$ cat src/rtl/ram_arbiter.sv
// Round-robin arbiter sharing one asynchronous RAM between two requesters.
// Latency: request seen in IDLE at cycle N is acked at cycle N+3; 4 cycles per access.
// Backpressure: requests are level-held until ack; the loser simply waits in IDLE.
module ram_arbiter #(
  parameter int ADDR_W = 5,
  parameter int DATA_W = 4
) (
  input  logic              clk,
  input  logic              reset,
  input  logic              req0,
  input  logic              wr0,
  input  logic [ADDR_W-1:0] addr0,
  input  logic [DATA_W-1:0] wdata0,
  input  logic              req1,
  input  logic              wr1,
  input  logic [ADDR_W-1:0] addr1,
  input  logic [DATA_W-1:0] wdata1,
  output logic              ack0,
  output logic              ack1,
  output logic [DATA_W-1:0] rd_data,
  output logic              busy,
  output logic              grant,
  output logic [ADDR_W-1:0] ram_addr,
  output logic [DATA_W-1:0] ram_dout,
  output logic              ram_drive,
  input  logic [DATA_W-1:0] ram_din,
  output logic              ram_cs,
  output logic              ram_we,
  output logic              ram_oe
);

  typedef enum logic [1:0] {IDLE, SETUP, ACCESS, RECOVER} state_t;

  state_t state;
  logic   last;   // requester served most recently; the other one wins a tie
  logic   wr_q;   // access type latched at grant
  logic   pick;   // requester that would be granted this cycle

  // Arbitration: a lone requester wins, a tie goes to the one not served last.
  always_comb begin
    pick = (req0 && req1) ? ~last : req1;
  end

  // Access sequencer; every output is a register updated with the state.
  always_ff @(posedge clk or posedge reset) begin
    if (reset) begin
      state     <= IDLE;
      last      <= 1'b1;
      wr_q      <= 1'b0;
      ack0      <= 1'b0;
      ack1      <= 1'b0;
      rd_data   <= '0;
      busy      <= 1'b0;
      grant     <= 1'b0;
      ram_addr  <= '0;
      ram_dout  <= '0;
      ram_drive <= 1'b0;
      ram_cs    <= 1'b0;
      ram_we    <= 1'b0;
      ram_oe    <= 1'b0;
    end else begin
      ack0 <= 1'b0;
      ack1 <= 1'b0;
      case (state)
        IDLE: begin
          if (req0 || req1) begin
            // Latch the winner's request; ram_addr/ram_dout double as the
            // held copies, so later changes on the request side are ignored.
            state     <= SETUP;
            busy      <= 1'b1;
            grant     <= pick;
            last      <= pick;
            wr_q      <= pick ? wr1 : wr0;
            ram_addr  <= pick ? addr1 : addr0;
            ram_dout  <= pick ? wdata1 : wdata0;
            ram_drive <= pick ? wr1 : wr0;
            ram_cs    <= 1'b1;
          end
        end
        SETUP: begin
          // Address and data have had a full cycle to settle; assert the strobe.
          state <= ACCESS;
          if (wr_q) ram_we <= 1'b1;
          else      ram_oe <= 1'b1;
        end
        ACCESS: begin
          // Release the RAM and capture read data while oe is still applied.
          state     <= RECOVER;
          ram_cs    <= 1'b0;
          ram_we    <= 1'b0;
          ram_oe    <= 1'b0;
          ram_drive <= 1'b0;
          if (!wr_q) rd_data <= ram_din;
          ack0 <= ~grant;
          ack1 <= grant;
        end
        RECOVER: begin
          state <= IDLE;
          busy  <= 1'b0;
        end
        default: state <= IDLE;
      endcase
    end
  end

endmodule

$ cat config.mk
export PLATFORM = sky130hd
export DESIGN_NAME = ram_arbiter
export DESIGN_NICKNAME = d
export VERILOG_FILES = /design/src/rtl/ram_arbiter.sv
export SDC_FILE = /design/constraint.sdc
export NUM_CORES = 1
export LEC_CHECK = 0
export ABC_AREA = 1
export CAP_MARGIN = 20
export CORE_MARGIN = 8
export CORE_UTILIZATION = 35
export DETAILED_ROUTE_END_ITERATION = 12
export GPL_ROUTABILITY_DRIVEN = 0
export HOLD_SLACK_MARGIN = 0.1
export PLACE_DENSITY = 0.73
export SYNTH_ARGS = -nofsm -noshare
export SYNTH_HDL_FRONTEND = slang
export SYNTH_SLANG_ARGS = --single-unit
$ cat constraint.sdc
create_clock -name clk -period 1.5 [get_ports clk]
set_input_delay 0.225 -clock clk [delete_from_list [all_inputs] [get_ports clk]]
set_output_delay 0.225 -clock clk [all_outputs]
set_load 0.005 [all_outputs]
==> metrics <==
wire length of the first global-routing pass 5.030 mm; die footprint 5640 um^2; sequential-to-total area share from yosys stat 0.5128; maximum ir drop on the vdd rail 0.7094 mV; source-to-sink clock delay at the later pin of the worst-skew pair 0.31 ns; portion of the clock cycle consumed by the worst path in the final layout 0.9492; Data arrival, critical path 1.20 ns; clock sink total 25; count of antenna diodes in the layout 0; biggest fanout along the worst timing path 2; Synth Net Count 182; maximum single-stage delay on the critical path 0.51 ns; core box area 3337 um^2; fraction of layout cells with a size suffix above 1 0.08333; post-DR vias/cell 4.440; final setup violation count 0; Buffers & Inverters on Critical Path 1; overall power 3.068 mW; number of cells traversed by the worst register-to-register path 6; CTS tree built; die extent in x 75.10 um; cell type contributing the most total cell area after synthesis sky130_fd_sc_hd__dfrtp_1; final routed DRC violation total 0; WP data required 1.27 ns; internal power summed over all cells 1.985 mW; cell family contributing the most delay on the critical path buffers and inverters; pin count of the biggest net entering global routing 26; Max H-tree Level 1; critical path cell sequence clkdlybuf4s50_1; via count of the first global-routing pass 1124; top area cells in the synthesized netlist sky130_fd_sc_hd__dfrtp_1 49%, sky130_fd_sc_hd__nand2_1 15%, sky130_fd_sc_hd__inv_1 7.1%; largest buffer count on any clock path 2; Post-CTS Setup Bufs 0; Port Buffers 48; portion of total power attributed to sequential cells 0.390; final hold vios 0; first drt pass iteration count 4; Mean Syn Cell Area 8.204 um^2; path type of the worst setup path flop to output port; transition at the pin with the smallest max-transition slack 0.3157 ns; reported net switching power 1.083 mW; kind of start point of the critical path flop; nets@finish 238; worst slew margin relative to its limit 0.7896; P_leak 0.9624 nW; status complete, no violations; DRC marker count from the first detailed-route iteration 47; number of buffers added by the clock tree synthesis step 3; shortest period the worst path allows 1.424 ns; detailed placer's ending HPWL 2.401 mm; FP Rows 21; average wire per standard cell 11.98 um; register bit count reported by yosys 25; Post-Syn Area 1222 um^2; class of the tightest hold or removal check input pin to asynchronous set/reset pin; count of boundary I/O pins 49; Routed Wire Length 2.994 mm; category of the worst setup path capture point output port; remaining antenna violation count after routing 0; Syn Inst Count 149; portion of synthesized cell area occupied by the leading cell type 0.4913; Worst Slack Setup Final 0.07623 ns; initial antenna violation count 0; part of the total power dissipated in the clock network 0.096; Yosys warnings 0; Post-Route Skew 0.004400 ns; setup slack after placement 0.02928 ns; RSZ-0062 raised after global routing no; power density over the cells 1668 nW/um^2; highest-count cells in the layout ignoring fill and taps 49 x sky130_fd_sc_hd__nand2_1, 45 x sky130_fd_sc_hd__clkdlybuf4s50_1, 24 x sky130_fd_sc_hd__dfrtp_1; most common cell after layout, fill and taps aside sky130_fd_sc_hd__nand2_1; number of stages on the worst setup path 1; Hold Worst Slack 0.2501 ns; vias after detailed routing 1110; overflow left after global routing 0; effective utilization at floorplan 0.3663; CTS clk-pin slew, worst paths 0.13 ns; Total Routing Usage GR 0.1149; max-cap viol count 0; logic gate share of total power 0.514; overall die height 75.10 um; highest achievable clock rate 702.4 MHz; slowest library cell on the worst path sky130_fd_sc_hd__clkdlybuf4s50_1; Area growth syn-to-layout 50.46%; count of cell types in the netlist 19; root buffer cell sky130_fd_sc_hd__clkbuf_4; Max Slew Vio Count 0; switching share of power 0.3529; Sum Neg Setup Slack 0 ns
-- registers in the layout, summed over array words and instances, names as in the netlist --
| register | flops |
|---|---|
| ram_oe | 1 |
| last | 1 |
| ram_drive | 1 |
| grant | 1 |
| ram_addr | 5 |
| busy | 1 |
| ram_cs | 1 |
| ack1 | 1 |
| ram_dout | 4 |
| rd_data | 4 |
| state | 2 |
| ram_we | 1 |
| ack0 | 1 |
| wr_q | 1 |
-- metal layers --
| layer | share of wire | global-route usage | wire [um] | up-vias |
|---|---|---|---|---|
| met5 | 0 | 0 | 0 | - |
| met3 | 0.089 | 0.03196 | 265 | 4 |
| met4 | 0.016 | 0.05435 | 48 | 0 |
| met2 | 0.47 | 0.1775 | 1394 | 34 |
| li1 | - | - | - | 579 |
| met1 | 0.43 | 0.1435 | 1285 | 493 |
-- power by group through the flow --
stage	clock network, mW	logic (mW)	registers [mW]
detailed placement	0	1.58	1.21
global route	0.333	1.80	1.25
floorplan	0	0.739	1.21
finish	0.294	1.58	1.20
CTS	0.310	1.58	1.20
global placement	0	1.54	1.21
-- cell usage after synthesis --
cell                       count
sky130_fd_sc_hd__dfstp_2       1
sky130_fd_sc_hd__o21ai_0       5
sky130_fd_sc_hd__inv_1        23
sky130_fd_sc_hd__clkbuf_2      1
sky130_fd_sc_hd__ha_1          5
sky130_fd_sc_hd__o21ai_1       4
sky130_fd_sc_hd__nor3_1        1
sky130_fd_sc_hd__buf_4         1
sky130_fd_sc_hd__buf_2         3
sky130_fd_sc_hd__or2_0         1
sky130_fd_sc_hd__nand3_1      13
sky130_fd_sc_hd__inv_2         1
sky130_fd_sc_hd__o22ai_1       2
sky130_fd_sc_hd__o21ai_2       1
sky130_fd_sc_hd__nand2_1      49
sky130_fd_sc_hd__nor2_1        4
sky130_fd_sc_hd__nand3b_1      9
sky130_fd_sc_hd__nand2_2       1
sky130_fd_sc_hd__dfrtp_1      24
-- cell families after synthesis --
group                    count (synthesis)  synth area share
flip-flops                              25            0.5128
AND/OR/NAND/NOR                         78            0.2856
adder cells (fa/ha/maj)                  5           0.05118
buffers and inverters                   29           0.09620
AO/OA/AOI/OAI                           12           0.05424
-- cell type report --
type | count | area [um^2]
Clock buffer | 4 | 26.28
Timing Repair Buffer | 56 | 548.0
Sequential cell | 25 | 626.9
Multi-Input combinational cell | 95 | 490.5
Fill cell | 310 | 1498
Inverter | 24 | 90.09
Tap cell | 46 | 57.56
-- worst paths after layout --
check,startpoint,end,slack (ns)
setup / recovery,ram_addr[4],ram_addr[4],0.08
hold / removal,reset,rd_data[3],0.25
setup reg to reg,state[0],rd_data[3],0.15
hold reg to reg,last,last,0.48
max in group asynchronous,reset,last,0.96
min in group clk,ram_din[2],rd_data[2],0.45
-- repair_timing --
item | 4_1_cts | 5_1_grt
hold buffers | 0 | 0
resized for setup | 0 | 7
setup endpoints to repair | 0 | 16
-- per-stage QoR --
| step | util | cells | area, um^2 |
|---|---|---|---|
| 2_1_floorplan | - | 149 | 1222 |
| 3_3_place_gp | 0.5373 | 246 | 1793 |
| 3_5_place_dp | 0.5373 | 246 | 1793 |
| 4_1_cts | 0.5452 | 250 | 1819 |
| 5_1_grt | 0.5512 | 250 | 1839 |
| 6_report | 0.5512 | 250 | 1839 |
No activity file was read; power rests on OpenSTA's default activity.
